$ cat config.mk
export PLATFORM = sky130hd
export DESIGN_NAME = ex_hazard_ctrl
export DESIGN_NICKNAME = d
export VERILOG_FILES = /design/src/rtl/ex_hazard_ctrl.sv
export SDC_FILE = /design/constraint.sdc
export NUM_CORES = 1
export LEC_CHECK = 0
export ABC_AREA = 1
export CORE_ASPECT_RATIO = 1.1
export CORE_MARGIN = 2
export CORE_UTILIZATION = 30
export CTS_CLUSTER_DIAMETER = 40
export CTS_CLUSTER_SIZE = 30
export DETAILED_ROUTE_END_ITERATION = 12
export PLACE_DENSITY_LB_ADDON = 0.15
export SETUP_SLACK_MARGIN = 0.4
export SLEW_MARGIN = 30
export SYNTH_ARGS = -nofsm -noshare
export SYNTH_HDL_FRONTEND = slang
export SYNTH_SLANG_ARGS = --single-unit
$ cat constraint.sdc
create_clock -name clk -period 4.8 [get_ports clk]
set_clock_uncertainty 0.2 [all_clocks]
set_input_delay 0.96 -clock clk [delete_from_list [all_inputs] [get_ports clk]]
set_output_delay 0.96 -clock clk [all_outputs]
set_load 0.005 [all_outputs]
$ cat src/rtl/ex_hazard_ctrl.sv
// ----------------------------------------------------------------------------
// ex_hazard_ctrl
//
// Hazard and forwarding controller for a 5-stage pipeline. It tracks a 3-slot
// destination scoreboard (EX, MEM, WB) that moves in lockstep with the
// pipeline registers. From it, the block derives:
//   - the EX operand forwarding selects,
//   - the ID-stage write-back bypass,
//   - the PC / IF-ID write enables,
//   - the flush, bubble and hold strobes.
// Each cycle takes exactly one action. Highest priority first:
//   FREEZE (mem_busy) > FLUSH (ex_redirect) > STALL (hazard) > RUN.
//
// Build option: define EX_FORWARDING_EN for the forwarding build.
//   - With it, only load-use stalls (one bubble).
//   - Without it, the block is a full interlock: any dependence on an
//     in-flight writer stalls until the producer has left WB, and all
//     forwarding outputs are tied to 0.
//
// Ports:
//   clk, reset (async, active-high)
//   id_valid, id_rs, id_rt, id_use_rs, id_use_rt, id_dest,
//     id_reg_write, id_mem_read                        : ID instruction info
//   ex_redirect                                        : taken branch/jump in EX
//   mem_busy                                           : data memory not ready
//   pc_write, ifid_write, ifid_flush, idex_bubble,
//     pipe_hold                                        : pipeline control
//   control_a, control_b : EX operand select (00 reg, 01 MEM, 10 WB)
//   id_fwd_a, id_fwd_b   : ID/EX latch takes WB write data
//   ctrl_state           : previous action (00 RUN, 01 STALL, 10 FREEZE, 11 FLUSH)
//   stall_count          : saturating count of STALL + FREEZE cycles
// ----------------------------------------------------------------------------
module ex_hazard_ctrl #(
  parameter int WORD_SIZE = 16,
  parameter int CNT_W     = 8
) (
  input  logic             clk,
  input  logic             reset,
  input  logic             id_valid,
  input  logic [1:0]       id_rs,
  input  logic [1:0]       id_rt,
  input  logic             id_use_rs,
  input  logic             id_use_rt,
  input  logic [1:0]       id_dest,
  input  logic             id_reg_write,
  input  logic             id_mem_read,
  input  logic             ex_redirect,
  input  logic             mem_busy,
  output logic             pc_write,
  output logic             ifid_write,
  output logic             ifid_flush,
  output logic             idex_bubble,
  output logic             pipe_hold,
  output logic [1:0]       control_a,
  output logic [1:0]       control_b,
  output logic             id_fwd_a,
  output logic             id_fwd_b,
  output logic [1:0]       ctrl_state,
  output logic [CNT_W-1:0] stall_count
);

  localparam logic [1:0] ACT_RUN    = 2'b00;
  localparam logic [1:0] ACT_STALL  = 2'b01;
  localparam logic [1:0] ACT_FREEZE = 2'b10;
  localparam logic [1:0] ACT_FLUSH  = 2'b11;

  // No datapath passes through this block; WORD_SIZE is informational only.
  if (WORD_SIZE > 0) begin : g_word_size_doc
  end

  typedef struct packed {
    logic       valid;
    logic [1:0] rs;
    logic [1:0] rt;
    logic       use_rs;
    logic       use_rt;
    logic [1:0] dest;
    logic       reg_write;
    logic       mem_read;
  } slot_t;

  slot_t            ex_q, mem_q, wb_q;
  slot_t            ex_d, mem_d, wb_d;
  slot_t            id_slot;
  logic [1:0]       action;
  logic [1:0]       ctrl_state_q;
  logic [CNT_W-1:0] stall_count_q, stall_count_d;
  logic             hazard;
  logic             ex_wr, mem_wr, wb_wr;

  assign id_slot = '{valid: id_valid, rs: id_rs, rt: id_rt,
                     use_rs: id_use_rs, use_rt: id_use_rt, dest: id_dest,
                     reg_write: id_reg_write, mem_read: id_mem_read};

  assign ex_wr  = ex_q.valid  & ex_q.reg_write;
  assign mem_wr = mem_q.valid & mem_q.reg_write;
  assign wb_wr  = wb_q.valid  & wb_q.reg_write;

  // True when a valid ID instruction actually reads register r.
  function automatic logic id_reads(input logic [1:0] r, input logic vld,
                                    input logic urs, input logic [1:0] rs,
                                    input logic urt, input logic [1:0] rt);
    return vld & ((urs & (rs == r)) | (urt & (rt == r)));
  endfunction

`ifdef EX_FORWARDING_EN
  // Only a load in EX cannot be forwarded in time for the next instruction.
  assign hazard = ex_wr & ex_q.mem_read &
                  id_reads(ex_q.dest, id_valid, id_use_rs, id_rs, id_use_rt, id_rt);

  // MEM is the younger producer, so it wins over WB.
  always_comb begin
    control_a = 2'b00;
    control_b = 2'b00;
    if (ex_q.valid && ex_q.use_rs) begin
      if (mem_wr && (mem_q.dest == ex_q.rs))     control_a = 2'b01;
      else if (wb_wr && (wb_q.dest == ex_q.rs))  control_a = 2'b10;
    end
    if (ex_q.valid && ex_q.use_rt) begin
      if (mem_wr && (mem_q.dest == ex_q.rt))     control_b = 2'b01;
      else if (wb_wr && (wb_q.dest == ex_q.rt))  control_b = 2'b10;
    end
  end

  // The register file writes at the end of WB, so ID would read stale data.
  assign id_fwd_a = id_valid & id_use_rs & wb_wr & (wb_q.dest == id_rs);
  assign id_fwd_b = id_valid & id_use_rt & wb_wr & (wb_q.dest == id_rt);
`else
  // Full interlock: any in-flight writer of a used source blocks ID.
  assign hazard =
      (ex_wr  & id_reads(ex_q.dest,  id_valid, id_use_rs, id_rs, id_use_rt, id_rt)) |
      (mem_wr & id_reads(mem_q.dest, id_valid, id_use_rs, id_rs, id_use_rt, id_rt)) |
      (wb_wr  & id_reads(wb_q.dest,  id_valid, id_use_rs, id_rs, id_use_rt, id_rt));

  assign control_a = 2'b00;
  assign control_b = 2'b00;
  assign id_fwd_a  = 1'b0;
  assign id_fwd_b  = 1'b0;
`endif

  // Slot fields that a given build does not inspect.
  logic unused_slot_bits;
  assign unused_slot_bits = ^{ex_q, mem_q, wb_q};

  always_comb begin
    if (mem_busy)         action = ACT_FREEZE;
    else if (ex_redirect) action = ACT_FLUSH;
    else if (hazard)      action = ACT_STALL;
    else                  action = ACT_RUN;
  end

  always_comb begin
    pc_write    = 1'b1;
    ifid_write  = 1'b1;
    ifid_flush  = 1'b0;
    idex_bubble = 1'b0;
    pipe_hold   = 1'b0;
    case (action)
      ACT_FREEZE: begin
        pc_write   = 1'b0;
        ifid_write = 1'b0;
        pipe_hold  = 1'b1;
      end
      ACT_FLUSH: begin
        ifid_flush  = 1'b1;
        idex_bubble = 1'b1;
      end
      ACT_STALL: begin
        pc_write    = 1'b0;
        ifid_write  = 1'b0;
        idex_bubble = 1'b1;
      end
      default: ;
    endcase
  end

  // Scoreboard advance: hold on FREEZE, otherwise shift.
  // EX takes the ID instruction only on RUN.
  always_comb begin
    ex_d  = ex_q;
    mem_d = mem_q;
    wb_d  = wb_q;
    if (action != ACT_FREEZE) begin
      wb_d  = mem_q;
      mem_d = ex_q;
      ex_d  = (action == ACT_RUN) ? id_slot : '0;
    end
  end

  always_comb begin
    stall_count_d = stall_count_q;
    if (((action == ACT_STALL) || (action == ACT_FREEZE)) && (stall_count_q != '1))
      stall_count_d = stall_count_q + {{(CNT_W-1){1'b0}}, 1'b1};
  end

  always_ff @(posedge clk or posedge reset) begin
    if (reset) begin
      ex_q          <= '0;
      mem_q         <= '0;
      wb_q          <= '0;
      ctrl_state_q  <= ACT_RUN;
      stall_count_q <= '0;
    end else begin
      ex_q          <= ex_d;
      mem_q         <= mem_d;
      wb_q          <= wb_d;
      ctrl_state_q  <= action;
      stall_count_q <= stall_count_d;
    end
  end

  assign ctrl_state  = ctrl_state_q;
  assign stall_count = stall_count_q;

endmodule
==> out/metrics.sh, run 1 <==
GRT_START_MAX_NET_PINS=23
GRT_OVERFLOW_TOTAL=0
OVERALL_DIE_AREA_SQ_UM=4700
WORST_HOLD_STARTPOINT='wb_q[10]$_DFFE_PP0P_'
SYNTH_ADDER_AREA_SHARE=0.0401
DP_HPWL_UM=1990
TIMING_WORST_SLEW_PIN_VALUE_NS=0.802
POWER.LEAKAGE_uW=0.000786
YOSYS.CELL_TYPES.COUNT=17
NUMBER_OF_ENDPOINTS_WITH_NEGATIVE_HOLD_SLACK_IN_THE_FINAL_REPORT=0
IO_BUFFER_COUNT=28
POST_DRT_WL_PER_CELL_UM=10.6
HTREEDEPTH=1
R2R_CELLS=12
TIMING.CRITICAL_PATH.MODE_CELL='sky130_fd_sc_hd__nand2_1'
MIN_DELAY_PATH_DEPTH=2
CRIT_FAMILY='buffers and inverters'
CTS.REPAIR_TIMING.SETUP_BUFFER_COUNT=0
CELL_PWR_DENSITY_nW_PER_UM2=353
YOSYS.AREA_SHARE.XOR_XNOR=0.0491
SYN-INSTANCE-COUNT=167
DRT-INITIAL-DRC-COUNT=38
NUM_IO_PINS=36
MAXSLEWVIOLCOUNT=0
ANT_NETS=0
FIRST_GLOBAL_VIAS=1068
SETUP.WORST_PATH.CLASS='in2out'
FLOORPLAN.INITIALDENSITY=0.313
CTS_TREE='built'
MIN-DELAY-PATH-CLASS='reg2reg'
HOLDPATHEND='wb_q[10]$_DFFE_PP0P_'
SYNTH.YOSYS.SEQ_AREA_SHARE=0.441
GP_CONGESTION=0.758
FINISH.UTILIZATION=0.401
CRITICAL-PATH-SLOWEST-CELL='sky130_fd_sc_hd__clkdlybuf4s50_1'
WORST_SKEW_PAIR.LATE_LATENCY_NS=0.26
CRIT_BUF_INV=3
SYNTH_COMPOUND_GATE_AREA_SHARE=0.0812
FINAL-INSTANCE-COUNT-EXCL-FILL=247
DPL_WORST_SLACK_NS=0.565
CORE_REGION_AREA_SQ_UM=3990
FMAXACHIEVABLE_GHz=0.240
CTS_ROOT_BUF='sky130_fd_sc_hd__clkbuf_8'
TNS_NS=0
CLK_TRANSITION_REPORTED_PATHS_NS=0.08
MAX_CAP_VIOLATIONS=0
CELL_ROWS=24
POST_ROUTE_WORST_HOLD_SLACK_NS=0.290
SYNTH.AREA.MUX_SHARE=0
CLOCK_PATH_BUFFERS=2
WARNINGS_SYNTHESIS=0
GRT_ANTENNA_BEFORE_REPAIR=0
REG2REG_FROM='mem_q[3]$_DFFE_PP0P_'
SYNTH_TOP_FAMILY_BY_AREA='simple AND/OR/NAND/NOR gates'
NUM_VIAS=1081
TIMING.CRITICAL_PATH.SLOWEST_CELL_DELAY_NS=0.53
CLKSINKCOUNT=22
SETUP_REPAIR_AFTER_GLOBAL_ROUTING_MISSED_ITS_MARGIN='false'
REMAINING_DRC_ERRORS=0
VDD_DROP_MAX_mV=0.205
TIMING.CRITICAL_PATH.REQUIRED_NS=3.64
LAYOUT_SETUP_WS_NS=0.635
CRITICAL_PATH_ARRIVAL_NS=3.00
HORIZONTAL_DIE_DIMENSION_UM=65.5
ANTENNA_CELLS=0
FLOW.AREA_GROWTH_FROM_SYNTHESIS_PCT=28.3
GROUTE.USAGE.OVERALL=0.121
SETUP.WORST_PATH.END_CLASS='primary output'
REG2REG_TO='ex_q[1]$_DFFE_PP0P_'
CRITPATHLAUNCHTYPE='input port'
FINAL.MIN_CLOCK_PERIOD_NS=4.16
POSTROUTEWIRELENGTH_UM=2620
SETUP_VIOL_COUNT_FINAL=0
FINALNETCOUNT=216
WORST_SETUP_PATH_START='id_rs[1]'
WORSTPATHMAXFANOUT=4
DRT-VIAS-PER-INSTANCE=4.38
SYNTH_SIMPLE_GATE_AREA_SHARE=0.260
POST_ROUTE_CELLS_DRIVE_ABOVE_1_SHARE=0.0308
WIRE_LENGTH_OF_THE_FIRST_GLOBAL_ROUTING_PASS_UM=4510
CTS-BUFFERS-INSERTED=3
YOSYS_REG_BITS=22
DPL.CELL_COUNT=244
STATUS='finished, final reports clean'
SYNTH_AREA_PER_INST_SQ_UM=7.48
POST-ROUTE-PERIOD-UTIL=0.868
DIEHEIGHT_UM=71.7
CELL_BY_CELL_LISTING_OF_THE_CRITICAL_PATH='clkdlybuf4s50_1 -> inv_1 -> nand2_1 -> nand2_1 -> nand3_1 -> nand2_1 -> nand2_1 -> nand3_1 -> a21oi_2 -> ha_1 -> clkdlybuf4s50_1'
DRTPASS1ITERATIONS=4
SLEW_HEADROOM=0.462
SYNTHESIS.AREA_SQ_UM=1250
REG2REG_SLACK_NS=2.30
==> flip-flops by register name, summed over array words and instances (netlist names) <==
signal,cells
mem_q,4
ex_q,4
wb_q,4
ctrl_state,2
stall_count,8
==> logic make-up after synthesis <==
group	after synthesis
buffers and inverters	35
xor gates and xnor gates	7
DFF	22
other	1
adders and majority gates	4
AOI/OAI and AO/OA	18
and+or+nand+nor	80
==> worst max-delay path by stage <==
stage	endpoint	slack, ns	depth (start not counted)
floorplan	pc_write	1.61	10
global placement	ifid_write	0.58	11
detailed placement	pc_write	0.56	11
CTS	pc_write	0.55	11
global route	ifid_write	0.46	11
finish	ifid_write	0.64	11
==> layer usage <==
| metal | up-vias | global-route usage | part of all wire |
|---|---|---|---|
| met5 | - | 0 | 0 |
| met4 | 0 | 0.0347 | 0.0095 |
| met3 | 2 | 0.0235 | 0.047 |
| met2 | 28 | 0.211 | 0.49 |
| met1 | 493 | 0.151 | 0.46 |
| li1 | 558 | - | - |
==> repair_timing <==
item                                    in CTS  in global routing
endpoints found under the setup margin       0                  2
resized for setup                            0                  1
hold buffers                                 0                  0
==> layout by cell type (no fill, tap or decap) <==
cell type,count
sky130_fd_sc_hd__xor2_1,1
sky130_fd_sc_hd__nand2_1,60
sky130_fd_sc_hd__clkdlybuf4s50_1,28
sky130_fd_sc_hd__inv_1,25
sky130_fd_sc_hd__a21oi_1,6
sky130_fd_sc_hd__nor2_2,1
sky130_fd_sc_hd__clkinv_1,2
sky130_fd_sc_hd__o21ai_0,10
sky130_fd_sc_hd__xnor2_1,6
sky130_fd_sc_hd__conb_1,6
sky130_fd_sc_hd__nor2_1,4
sky130_fd_sc_hd__a21oi_2,1
sky130_fd_sc_hd__nand3_1,13
sky130_fd_sc_hd__clkbuf_8,3
sky130_fd_sc_hd__a21oi_4,1
sky130_fd_sc_hd__nand4_1,2
sky130_fd_sc_hd__ha_1,4
sky130_fd_sc_hd__dfrtp_1,22
==> tightest hold or removal path, cell delays in order (launching register included) <==
cell	delay [ns]
sky130_fd_sc_hd__dfrtp_1	0.35
sky130_fd_sc_hd__nand2_1	0.06
sky130_fd_sc_hd__nand2_1	0.05
==> metrics by stage <==
stage / cell area [sq um] / power, uW
global placement: 1560 / 454
global route: 1600 / 607
CTS: 1600 / 574
finish: 1600 / 566
detailed placement: 1560 / 453
floorplan: 1270 / 359
==> synthesized netlist by cell type <==
cell,count,area (sq um)
sky130_fd_sc_hd__a21oi_1,7,35.0
sky130_fd_sc_hd__a21oi_4,1,16.3
sky130_fd_sc_hd__dfrtp_1,22,551
sky130_fd_sc_hd__conb_1,1,3.75
sky130_fd_sc_hd__nand3_1,13,65.1
sky130_fd_sc_hd__nand4_1,2,12.5
sky130_fd_sc_hd__o21ai_0,10,50.1
sky130_fd_sc_hd__inv_1,26,97.6
sky130_fd_sc_hd__buf_4,7,52.6
sky130_fd_sc_hd__nor2_1,4,15.0
sky130_fd_sc_hd__nand2_1,60,225
sky130_fd_sc_hd__ha_1,4,50.1
sky130_fd_sc_hd__clkinv_1,1,3.75
sky130_fd_sc_hd__clkbuf_1,1,3.75
sky130_fd_sc_hd__xnor2_1,6,52.6
sky130_fd_sc_hd__xor2_1,1,8.76
sky130_fd_sc_hd__nor2_2,1,6.26
==> area by class of cell <==
cell class                      count  area (sq um)
Timing Repair Buffer               28           280
Sequential cell                    22           551
Tap cell                           52          65.1
Multi-Input combinational cell    115           563
Clock buffer                        3          41.3
Fill cell                         437          2390
Inverter                           27           101
==> power breakdown <==
group          leakage (uW)  switching (uW)  internal [uW]
logic              0.000478            76.7            105
clock network     0.0000216            59.3           56.1
registers          0.000287            45.1            224
Note: power is estimated with default switching activity, not from simulation.
==> run 2: changes to the inputs <==
- CORE_ASPECT_RATIO: 1.1 -> 1.25
- SETUP_SLACK_MARGIN: 0.4 -> 0.3
==> out/metrics.sh, run 2 (same netlist as run 1, synthesis figures left out) <==
FINAL-INSTANCE-COUNT-EXCL-FILL=251
BUSIEST_LAYER='met2'
MAXSLEWVIOLCOUNT=0
DESIGN_AREA_SQ_UM=1600
HORIZONTAL_DIE_DIMENSION_UM=61.7
TIMING.CRITICAL_PATH.MODE_CELL='sky130_fd_sc_hd__nand2_1'
FIRST_GLOBAL_VIAS=1095
GROUTE.USAGE.OVERALL=0.128
FMAXACHIEVABLE_GHz=0.236
TIMING.CRITICAL_PATH.SLOWEST_CELL_DELAY_NS=0.51
VDD_DROP_MAX_mV=0.202
CTS.HOLD.BUFFERS_ADDED=0
SETUP.WORST_PATH.CLASS='in2out'
ANT_NETS=0
REMAINING_DRC_ERRORS=0
WORSTPATHMAXFANOUT=4
FLOORPLAN.INITIALDENSITY=0.310
POST-ROUTE-PERIOD-UTIL=0.881
CRITPATHLAUNCHTYPE='input port'
GRT_ANTENNA_BEFORE_REPAIR=0
CORE_REGION_AREA_SQ_UM=4030
MAX_CAP_VIOLATIONS=0
GRT.MET1_USAGE=0.156
FF_LATCH_AREA_SQ_UM=551
WIRE_LENGTH_OF_THE_FIRST_GLOBAL_ROUTING_PASS_UM=4640
DRT-INITIAL-DRC-COUNT=70
REPORT.POWER.TOTAL_uW=566
NUM_IO_PINS=36
STATUS='finished, final reports clean'
SETUP_VIOL_COUNT_FINAL=0
DRT-VIAS-PER-INSTANCE=4.36
CELL_PWR_DENSITY_nW_PER_UM2=353
HTREEDEPTH=1
DP_HPWL_UM=2030
CTS.REPAIR_TIMING.SETUP_BUFFER_COUNT=0
OVERALL_DIE_AREA_SQ_UM=4700
CRITICAL_PATH_ARRIVAL_NS=3.07
CLOCK_PATH_BUFFERS=2
GRT_START_MAX_NET_PINS=23
FLOW.AREA_GROWTH_FROM_SYNTHESIS_PCT=28.4
LAYOUT.CELLS.MOST_COMMON_LIST='sky130_fd_sc_hd__nand2_1 (60), sky130_fd_sc_hd__clkdlybuf4s50_1 (28), sky130_fd_sc_hd__inv_1 (25)'
CELL_BY_CELL_LISTING_OF_THE_CRITICAL_PATH='clkdlybuf4s50_1 -> inv_1 -> nand2_1 -> nand2_1 -> nand3_1 -> nand2_1 -> nand2_1 -> nand3_1 -> a21oi_1 -> ha_1 -> clkdlybuf4s50_1'
POWER.LEAKAGE_uW=0.000788
LARGEST_REGISTER_FF_COUNT=8
PLACEMENT.CELL_AREA_SQ_UM=1560
SETUP.WORST_PATH.END_CLASS='primary output'
NUM_VIAS=1095
FILLCELLCOUNT=442
ANTENNA_CELLS=0
CTS_ROOT_BUF='sky130_fd_sc_hd__clkbuf_8'
FINISH.UTILIZATION=0.397
CLKSINKCOUNT=22
DRTPASS1ITERATIONS=4
DIEHEIGHT_UM=76.1
TIMING.CRITICAL_PATH.REQUIRED_NS=3.64
CRITICAL-PATH-SLOWEST-CELL='sky130_fd_sc_hd__clkdlybuf4s50_1'
IO_BUFFER_COUNT=28
FINALNETCOUNT=216
POST_DRT_WL_PER_CELL_UM=10.8
CELL_ROWS=26
CTS_TREE='built'
CTS_RESIZED=0
GRT_OVERFLOW_TOTAL=0
CTS-BUFFERS-INSERTED=3
GLOBAL_ROUTE.USAGE.MET3=0.0238
CLK_TRANSITION_REPORTED_PATHS_NS=0.07
GP_CONGESTION=0.794
MET2_RESOURCE_USE_GR=0.213
LAYOUT.CELLS.MOST_COMMON='sky130_fd_sc_hd__nand2_1'
SETUP_REPAIR_AFTER_GLOBAL_ROUTING_MISSED_ITS_MARGIN='false'
MIN-DELAY-PATH-CLASS='reg2reg'
FINAL.MIN_CLOCK_PERIOD_NS=4.23
WORST_SKEW_PAIR.LATE_LATENCY_NS=0.26
POST_ROUTE_CELLS_DRIVE_ABOVE_1_SHARE=0.0308
FOOTPRINT_OF_THE_MULTI_INPUT_GATES_SQ_UM=559
TNS_NS=0
POSTROUTEWIRELENGTH_UM=2720
NUMBER_OF_ENDPOINTS_WITH_NEGATIVE_HOLD_SLACK_IN_THE_FINAL_REPORT=0
DPL.CELL_COUNT=248
==> run 2: metrics by stage <==
stage | hold slack (ns) | setup WS (ns)
after global placement | 0.267 | 0.574
after detailed placement | 0.273 | 0.570
after CTS | 0.294 | 0.556
after floorplan | 0.249 | 1.61
final | 0.290 | 0.570
after global routing | 0.328 | 0.386
==> run 2: final timing paths <==
path / start / endpoint / slack, ns / cells after the start
worst max-delay path: id_rs[1] / pc_write / 0.57 / 11
worst min-delay path: wb_q[1]$_DFFE_PP0P_ / wb_q[1]$_DFFE_PP0P_ / 0.29 / 2
worst max register to register: ex_q[2]$_DFFE_PP0P_ / ex_q[1]$_DFFE_PP0P_ / 2.19 / 11
worst min register to register: wb_q[1]$_DFFE_PP0P_ / wb_q[1]$_DFFE_PP0P_ / 0.29 / 2
max in group asynchronous: reset / mem_q[1]$_DFFE_PP0P_ / 3.24 / 2
min in group asynchronous: reset / stall_count[2]$_DFFE_PP0P_ / 0.83 / 2
==> run 2: per-layer routing <==
metal  vias up  share of wire
li1        554              -
met3         4          0.053
met1       507           0.42
met4         0          0.015
met2        30           0.51
met5         -              0
==> run 2: area by class of cell <==
type	instances	share of cell area
clock buffers	3	0.0258
repair buffers	28	0.175
multi-input cells	115	0.349
well taps	56	0.0437
flip-flops and latches	22	0.343
inverters	27	0.0632
==> run 2: where the power goes <==
group	internal [uW]	switching [uW]	total (uW)
sequential	224	45.5	269
clock	56.0	58.7	115
combinational	105	76.6	182
==> run 2: critical path, delay by kind of cell <==
kind / cells / cell delay [ns]
AOI/OAI and AO/OA: 1 / 0.28
buffers and inverters: 3 / 1.06
adders and majority gates: 1 / 0.34
and+or+nand+nor: 6 / 0.42
==> patch: new RTL, settings of run 2 <==
Change the parameter `CNT_W` from 8 to 6.
--- a/src/rtl/ex_hazard_ctrl.sv
+++ b/src/rtl/ex_hazard_ctrl.sv
@@ -32,7 +32,7 @@
 // ----------------------------------------------------------------------------
 module ex_hazard_ctrl #(
   parameter int WORD_SIZE = 16,
-  parameter int CNT_W     = 8
+  parameter int CNT_W     = 6
 ) (
   input  logic             clk,
   input  logic             reset,
Interface: changed (resized stall_count); port bits go from 36 to 34. The function was not compared with the original's and may differ.
==> patch against run 2 <==
  * Cell area shrank 7.7%
  * Highest routed layer unchanged
  * Final cell count shrank 12%
  * Sequential cell count shrank 2
  * First-iteration DRC count shrank 70%
  * Routed wire length shrank 10%
  * Maximum frequency grew 0.62%
  * Worst setup slack gained 26 ps
  * Clock power shrank 6%
  * Critical path depth is the same
  * Sequential share of layout area shrank 0.51 points
  * Global-route usage shrank 0.58 points
  * Area after synthesis shrank 6.7%
  * Power shrank 5.8%
  * Largest cell class unchanged
  * Largest power group unchanged
==> patch: results (changes against run 2) <==
gpl congestion=0.925 (+17%); NetSw=0.170 mW (-6.2%); top cells by area, synth=dfrtp_1, nand2_1, inv_1, nand3_1, buf_4; layout cell share with drive strength beyond 1=3.30% (+0.22 points); peak supply drop=0.196 mV (-3.0%); CTS Buf Count=3 (unchanged); met2 Use GR=21.4% (+0.11 points); Setup Fix Bufs, Post-CTS=0 (unchanged); Synth async-reset ratio=100% (unchanged); top cells by count, synth=nand2_1, inv_1, dfrtp_1; DR pass1 iterations=4 (unchanged); initial antenna violation count=0 (unchanged); Worst-Skew Late Latency=250 ps; met1 usage=13.9% (-1.8 points); Seq/Total Area, Yosys=43.0% (-1.1 points); layout net count=203 (-6.0%); Post-synth top flop=dfrtp_1; number of flip-flops in the largest register=6 (-2); Tightest Pin Transition=754 ps; count of cell types in the netlist=20 (+3); synth warn=0 (unchanged); global-route usage over all layers=12.2% (-0.58 points); Leak=0.734 nW (-6.8%); Post-DP HPWL=1890 µm (-7.2%); Post-Route WL=2450 µm (-10%); drt initial violations=21 (-70%); root buffer cell=clkbuf_8; met3 usage=2.29% (-0.088 points); Vias/cell=4.58 (+4.9%); fillers=403 (-8.8%); ant diodes=0 (unchanged); crit path max fanout=4 (unchanged); largest net degree at the start of global routing=21 (-8.7%); Post-Place Worst Slack=557 ps (-13.7 ps); number of global-route vias before repair=1,013 (-7.5%); first-pass GRT wire length=4130 µm (-11%); H-tree levels=1 (unchanged); post-CTS sizing=0 (unchanged); status=finished clean; IO buf count=26 (-7.1%); clk buf depth=2 (unchanged); Reg clk slew, reported paths=70 ps (about the same); Hold/Removal Path Class=flop to flop
## patch: layer usage
| layer | wire (µm) | vias to the layer above |
|---|---|---|
| met5 | 0 | - |
| met2 | 1220 | 29 |
| li1 | - | 516 |
| met4 | 71 | 0 |
| met1 | 1050 | 462 |
| met3 | 111 | 9 |
## patch: path summary, 6_finish.rpt
path | slack (ps) | start | cells past startpoint | to
min in group asynchronous | 940 | reset | 2 | stall_count[2]
max in group asynchronous | 2980 | reset | 2 | ex_q[3]
worst min register to register | 280 | wb_q[10] | 2 | wb_q[10]
worst max-delay path | 600 | id_rt[1] | 11 | pc_write
worst min-delay path | 280 | wb_q[10] | 2 | wb_q[10]
worst max register to register | 2250 | wb_q[2] | 12 | ex_q[3]
## patch: power groups by stage
stage	Sequential, mW	Clock [mW]	Combinational, mW
global route	0.250	0.119	0.204
CTS	0.244	0.110	0.185
detailed placement	0.245	0	0.184
global placement	0.246	0	0.181
finish	0.243	0.108	0.182
floorplan	0.241	0	0.0989
## patch: area by class of cell
cell class                      count  area share [%]
Clock buffer                        3            2.79
Inverter                           27            6.85
Multi-Input combinational cell    106            35.5
Sequential cell                    20            33.8
Tap cell                           40            3.38
Timing Repair Buffer               26            17.6
## patch: kinds of logic after synthesis
family	share of synthesized area [%]
other cells	0.322
compound gates	8.92
fa+ha+maj	4.30
simple gates	25.2
xor+xnor	3.76
flops	43.0
buf+inv	13.5
mux	0.967
## patch: worst max-delay path, stage by stage
cell,delay [ps]
clkdlybuf4s50_1,540
inv_1,90
nand2_1,70
nand2_1,70
nand3_1,80
nand2_1,50
nand2_1,50
nand3_1,110
a21oi_1,260
ha_1,310
clkdlybuf4s50_1,460
## patch: per-stage QoR
stage / std cells / instance area, µm² / util [%]
floorplan: 161 / 1180 / -
global placement: 219 / 1440 / 38.3
detailed placement: 219 / 1440 / 38.3
CTS: 222 / 1480 / 39.4
global route: 222 / 1480 / 39.4
finish: 222 / 1480 / 39.4
